===== config.mk =====
export PLATFORM = sky130hd
export DESIGN_NAME = key_req_cond
export DESIGN_NICKNAME = d
export VERILOG_FILES = /design/src/rtl/key_req_cond_pkg.sv /design/src/rtl/key_debounce_ch.sv /design/src/rtl/key_req_cond.sv
export SDC_FILE = /design/constraint.sdc
export NUM_CORES = 1
export LEC_CHECK = 0
export ABC_AREA = 0
export BUFFER_PORTS_ARGS = -buffer_cell sky130_fd_sc_hd__buf_2
export CAP_MARGIN = 20
export CORE_AREA = 4 4 136 164
export DETAILED_ROUTE_END_ITERATION = 8
export DIE_AREA = 0 0 140 168
export GPL_ROUTABILITY_DRIVEN = 1
export GPL_TIMING_DRIVEN = 0
export MAX_ROUTING_LAYER = met4
export PLACE_DENSITY_LB_ADDON = 0.05
export SETUP_SLACK_MARGIN = 0.2
export SKIP_LAST_GASP = 1
export SLEW_MARGIN = 20
export SYNTH_ARGS = -nofsm -noshare
export SYNTH_HDL_FRONTEND = slang
export SYNTH_SLANG_ARGS = --single-unit

===== constraint.sdc =====
create_clock -name clk -period 2.6 [get_ports clk]
set_input_delay 0.26 -clock clk [delete_from_list [all_inputs] [get_ports clk]]
set_output_delay 0.26 -clock clk [all_outputs]
set_load 0.01 [all_outputs]

===== src/rtl/key_req_cond_pkg.sv =====
`default_nettype none
// +----------------------------------------------------------------------------+
// | key_req_cond_pkg                                                           |
// | Shared key-channel state encodings and debounce timing defaults.           |
// | Rev 1.0                                                                    |
// +----------------------------------------------------------------------------+
package key_req_cond_pkg;

    typedef enum logic [1:0] {
        KS_REL   = 2'b00,
        KS_PRE_Q = 2'b01,
        KS_HELD  = 2'b10,
        KS_REL_Q = 2'b11
    } ks_state_t;

    // 20 ms of stable level at 50 MHz
    localparam int c_DEB_CNT_DEF = 1000000;
    localparam int c_CNT_W_DEF   = 20;

endpackage
`default_nettype wire


===== src/rtl/key_debounce_ch.sv =====
`default_nettype none
// +----------------------------------------------------------------------------+
// | key_debounce_ch                                                            |
// | One key channel: 2-FF synchroniser, counter debounce, press pulse.         |
// | Rev 1.0                                                                    |
// +----------------------------------------------------------------------------+
module key_debounce_ch
    import key_req_cond_pkg::*;
#(
    parameter int DEB_CNT    = c_DEB_CNT_DEF,
    parameter int CNT_W      = c_CNT_W_DEF,
    parameter int ACTIVE_LOW = 1
) (
    input  logic clk,
    input  logic en,
    input  logic key_raw,
    output logic xdkey,
    output logic key_lvl,
    output logic key_busy
);

    localparam logic             c_REL_LVL = (ACTIVE_LOW != 0);
    localparam logic [CNT_W-1:0] c_CNT_MAX = CNT_W'(DEB_CNT - 1);

    logic             r_sync1;
    logic             r_sync2;
    logic             w_pressed;
    ks_state_t        r_state;
    ks_state_t        w_state_nxt;
    logic [CNT_W-1:0] r_cnt;
    logic [CNT_W-1:0] w_cnt_nxt;
    logic             w_pulse;
    logic             r_xdkey;
    logic             r_lvl;
    logic             r_busy;

    // Flipping the synchronised level by the released level yields 1 = pressed
    assign w_pressed = r_sync2 ^ c_REL_LVL;

    always_comb begin
        w_state_nxt = r_state;
        w_cnt_nxt   = r_cnt;
        w_pulse     = 1'b0;
        case (r_state)
            KS_REL: begin
                if (w_pressed) begin
                    w_state_nxt = KS_PRE_Q;
                    w_cnt_nxt   = '0;
                end
            end
            KS_PRE_Q: begin
                if (!w_pressed) begin
                    w_state_nxt = KS_REL;
                    w_cnt_nxt   = '0;
                end else if (r_cnt == c_CNT_MAX) begin
                    w_state_nxt = KS_HELD;
                    w_cnt_nxt   = '0;
                    w_pulse     = 1'b1;
                end else begin
                    w_cnt_nxt   = r_cnt + CNT_W'(1);
                end
            end
            KS_HELD: begin
                if (!w_pressed) begin
                    w_state_nxt = KS_REL_Q;
                    w_cnt_nxt   = '0;
                end
            end
            KS_REL_Q: begin
                if (w_pressed) begin
                    w_state_nxt = KS_HELD;
                    w_cnt_nxt   = '0;
                end else if (r_cnt == c_CNT_MAX) begin
                    w_state_nxt = KS_REL;
                    w_cnt_nxt   = '0;
                end else begin
                    w_cnt_nxt   = r_cnt + CNT_W'(1);
                end
            end
            default: begin
                w_state_nxt = KS_REL;
                w_cnt_nxt   = '0;
            end
        endcase
    end

    always_ff @(posedge clk) begin
        if (en) begin
            r_sync1 <= c_REL_LVL;
            r_sync2 <= c_REL_LVL;
            r_state <= KS_REL;
            r_cnt   <= '0;
            r_xdkey <= 1'b0;
            r_lvl   <= 1'b0;
            r_busy  <= 1'b0;
        end else begin
            r_sync1 <= key_raw;
            r_sync2 <= r_sync1;
            r_state <= w_state_nxt;
            r_cnt   <= w_cnt_nxt;
            r_xdkey <= w_pulse;
            r_lvl   <= (w_state_nxt == KS_HELD) || (w_state_nxt == KS_REL_Q);
            r_busy  <= (w_state_nxt == KS_PRE_Q) || (w_state_nxt == KS_REL_Q);
        end
    end

    assign xdkey    = r_xdkey;
    assign key_lvl  = r_lvl;
    assign key_busy = r_busy;

endmodule
`default_nettype wire


===== src/rtl/key_req_cond.sv =====
`default_nettype none
// +----------------------------------------------------------------------------+
// | key_req_cond                                                               |
// | Conditions raw push-buttons into one-cycle request pulses (xdkey).        |
// | Rev 1.0                                                                    |
// +----------------------------------------------------------------------------+
module key_req_cond
    import key_req_cond_pkg::*;
#(
    parameter int NKEY       = 4,
    parameter int DEB_CNT    = c_DEB_CNT_DEF,
    parameter int CNT_W      = c_CNT_W_DEF,
    parameter int ACTIVE_LOW = 1
) (
    input  logic            clk,
    input  logic            en,
    input  logic [NKEY-1:0] key_raw,
    output logic [NKEY-1:0] xdkey,
    output logic [NKEY-1:0] key_lvl,
    output logic [NKEY-1:0] key_busy
);

    genvar i;
    generate
        for (i = 0; i < NKEY; i = i + 1) begin : g_ch
            key_debounce_ch #(
                .DEB_CNT    (DEB_CNT),
                .CNT_W      (CNT_W),
                .ACTIVE_LOW (ACTIVE_LOW)
            ) u_ch (
                .clk      (clk),
                .en       (en),
                .key_raw  (key_raw[i]),
                .xdkey    (xdkey[i]),
                .key_lvl  (key_lvl[i]),
                .key_busy (key_busy[i])
            );
        end
    endgenerate

endmodule
`default_nettype wire


==> metrics.md <==
| Metric | Value |
|---|---|
| Status | `completed` |
| CP arrival | `2.53 ns` |
| Post-synth EDFFs | `0` |
| Vias | `4122` |
| Tot GR Track Use | `11.14%` |
| Die Ht | `168 um` |
| Xor and xnor fraction of the mapped netlist area | `7.845%` |
| Min-Delay Path Depth | `2` |
| Max Clk Rate | `0.4350 GHz` |
| Multi-input gate area | `2679 um^2` |
| Fin nets | `621` |
| DRT iter0 DRCs | `238` |
| CTS tree | `built` |
| Final Power | `0.003205 W` |
| Reg2Reg Setup Slack | `0.30 ns` |
| Synth cell types | `54` |
| Synth area leader | `dfxtp_1` |
| Root Driver | `clkbuf_16` |
| Worst Path Required | `2.83 ns` |
| Hold_buf cts | `0` |
| Die X | `140 um` |
| Max-slew violation count | `0` |
| First-pass detailed-route iteration total | `4` |
| CTS Buf Count | `9` |
| Initial Util | `23.67%` |
| Count leader, synth | `dfxtp_1` |
| Clock Sink Count | `104` |
| CTS max path bufs | `2` |
| H-tree lvl count | `3` |
| RR Startpoint | `g_ch[2].u_ch.r_cnt[8]$_SDFFE_PP0P_` |
| Area share of fa/ha/maj cells after synthesis | `1.019%` |
| WL/cell | `13.94 um` |
| Vias in the first global route | `3949` |
| RePlAce Congestion | `0.7713` |
| P per Cell Area | `560.2 nW/um^2` |
| Storage element area | `2082 um^2` |
| Avg Inst Size Synth | `8.455 um^2` |
| Worst slew margin | `53.01%` |
| Clock latency at the later pin of the worst-skew pair | `0.36 ns` |
| Reg2reg path depth | `5` |
| CP Class | `flip-flop to flip-flop` |
| Hold path start | `key_raw[1]` |
| Final setup fails | `0` |
| Synth area leaders | `dfxtp_1 (42%), nor2_1 (6.2%), xnor2_1 (4.3%), nand2_1 (3.8%), nand3_1 (3.8%)` |
| First-pass GRT wire length | `20.62 mm` |
| Detailed placement HPWL | `8.871 mm` |
| Gr ovfl total | `0` |
| Worst min path class | `primary input to flip-flop` |
| Complex-gate fraction of the synthesized area | `11.31%` |
| Filler Cells Inserted | `2303` |
| Worst-path clk slew | `0.07 ns` |
| Worst Hold End | `g_ch[1].u_ch.r_sync1$_SDFF_PP1_` |
| Share of cells above drive strength 1 | `13.31%` |
| Core Region | `20750 um^2` |
| Final period utilization | `88.42%` |
| CP endpoint kind | `flip-flop` |
| Post-route ant nets | `0` |
| Final Hold Viols | `0` |
| RR Endpoint | `g_ch[2].u_ch.r_cnt[18]$_SDFFE_PP0P_` |
| Port bufs | `17` |
| Initial antenna violation count | `0` |
| Total Wirelength | `12.35 mm` |
| Via/cell ratio | `4.652` |
| Max-cap violations | `0` |
| Critical Path Fanout Max | `9` |
| Site Rows | `58` |
| Placed Instances | `869` |
| Ys flop type | `dfxtp_1` |
| Syn Nets | `591` |
| Final non-filler cell total | `886` |
| Final min period | `2.299 ns` |
| Synth warn | `0` |
| Diode count | `0` |
| Syn Inst Count | `581` |
| Async set-or-reset flop fraction in the synthesized netlist | `0%` |
| Slew @ Worst Pin | `0.6995 ns` |
| Area share of the largest cell type after synthesis | `42.38%` |
| Commonest cells post-synth | `dfxtp_1 (104), nor2_1 (81), nand2_1 (50)` |
| Drt drc | `0` |
| Sequential share of the synthesized area | `42.38%` |
| RSZ-0062 raised after global routing | `true` |
| Number of I/O pins | `18` |
| Peak VDD IR | `0.0003011 V` |
| Fin Clk Skew | `0.009590 ns` |
| Largest family of logic cells by synthesized area | `simple AND/OR/NAND/NOR gates` |
| Seq cells post-synth | `104` |
| Simple logic cell fraction of the synthesized area | `31.02%` |
| Die ar. | `23520 um^2` |
| Maximum number of pins on one net before global-route repair | `18` |
| Worst Setup Start Kind | `flip-flop` |
| Netlist Area Pre-Place | `4912 um^2` |
| Post-synthesis mux area share | `2.241%` |
| Area Growth Syn to Fin | `16.48%` |
| Leakage | `2.003 nW` |
## timing repair
action | 4_1_cts | 5_1_grt
setup endpoints to repair | 28 | 30
setup buffers | 1 | 0
cloned | 0 | 0
pin swaps | 1 | 0
gates resized for setup | 4 | 9
## worst max path at each step
stage,startpoint,to,slack [ns]
floorplan,g_ch[0].u_ch.r_cnt[9]$_SDFFE_PP0P_,g_ch[0].u_ch.r_cnt[5]$_SDFFE_PP0P_,0.56
global placement,g_ch[0].u_ch.r_cnt[0]$_SDFFE_PP0P_,g_ch[0].u_ch.r_cnt[12]$_SDFFE_PP0P_,-0.17
detailed placement,g_ch[3].u_ch.r_cnt[0]$_SDFFE_PP0P_,g_ch[3].u_ch.r_cnt[17]$_SDFFE_PP0P_,0.04
CTS,g_ch[2].u_ch.r_cnt[0]$_SDFFE_PP0P_,g_ch[2].u_ch.r_cnt[14]$_SDFFE_PP0P_,0.16
global route,g_ch[2].u_ch.r_cnt[8]$_SDFFE_PP0P_,g_ch[2].u_ch.r_cnt[12]$_SDFFE_PP0P_,0.17
finish,g_ch[2].u_ch.r_cnt[8]$_SDFFE_PP0P_,g_ch[2].u_ch.r_cnt[18]$_SDFFE_PP0P_,0.30
## placed cells by master (no fill, tap or decap), drive strengths merged, types with 17 or more instances in the layout
master,Yosys,routed
dfxtp,104,104
nor2,81,81
nand2,50,50
nand3,37,37
buf,16,35
a21oi,28,28
xnor2,24,24
clkbuf,12,21
xor2,20,20
o21ai,20,20
nand4,19,19
and3,17,17
## critical path, stage by stage, from the launching register on
cell     delay [ns]
dfxtp_1        0.35
or4b_2         0.69
nor3b_1        0.41
a21oi_1        0.23
o21ai_2        0.41
nor2_1         0.10
## sequential cells by signal, indices dropped and copies added (netlist names)
name / flops
g_ch.u_ch.r_cnt: 80
g_ch.u_ch.r_state: 6
g_ch.u_ch.key_lvl: 4
g_ch.u_ch.r_sync1: 4
g_ch.u_ch.r_sync2: 4
g_ch.u_ch.xdkey: 4
g_ch.u_ch.key_busy: 2
## metal layers
metal	GRT usage [%]	wire (um)	vias up
met1	13.63	5914	1923
met3	1.648	271	13
met5	-	0	-
li1	-	-	2134
met4	4.551	231	0
met2	18.42	5931	52
## layout make-up
type,count,area share [%]
well taps,270,5.904
repair buffers,19,1.684
clock inverters,7,1.640
clock buffers,9,3.936
multi-input cells,437,46.82
plain buffers,28,2.843
flip-flops and latches,104,36.39
inverters,12,0.7872
## power breakdown
part | switching (W) | total, W | internal (W)
logic | 0.0000707 | 0.000102 | 0.0000313
clock network | 0.000652 | 0.00150 | 0.000845
registers | 0.00000722 | 0.00161 | 0.00160
total | 0.000730 | 0.00321 | 0.00248
## per-stage QoR
stage | hold WS, ns | setup TNS, ns | worst slack, ns | instance area (um^2) | utilization (%)
floorplan | 0.3638 | 0 | 0.5582 | 4912 | -
global placement | 0.3994 | -0.6488 | -0.1669 | 5335 | 25.71
detailed placement | 0.4007 | 0 | 0.04438 | 5340 | 25.73
CTS | 0.06910 | 0 | 0.1643 | 5689 | 27.41
global route | 0.07271 | 0 | 0.1696 | 5722 | 27.57
finish | 0.08408 | 0 | 0.3011 | 5722 | 27.57
## logic make-up (layout without fill, tap and decap cells)
kind of cell	Yosys count	after routing
buffers and inverters	40	75
multiplexers	11	11
AND/OR/NAND/NOR	291	291
AO/OA/AOI/OAI	87	87
flip-flops	104	104
adder cells (fa/ha/maj)	4	4
XOR/XNOR	44	44
No activity file was read; power rests on OpenSTA's default activity.
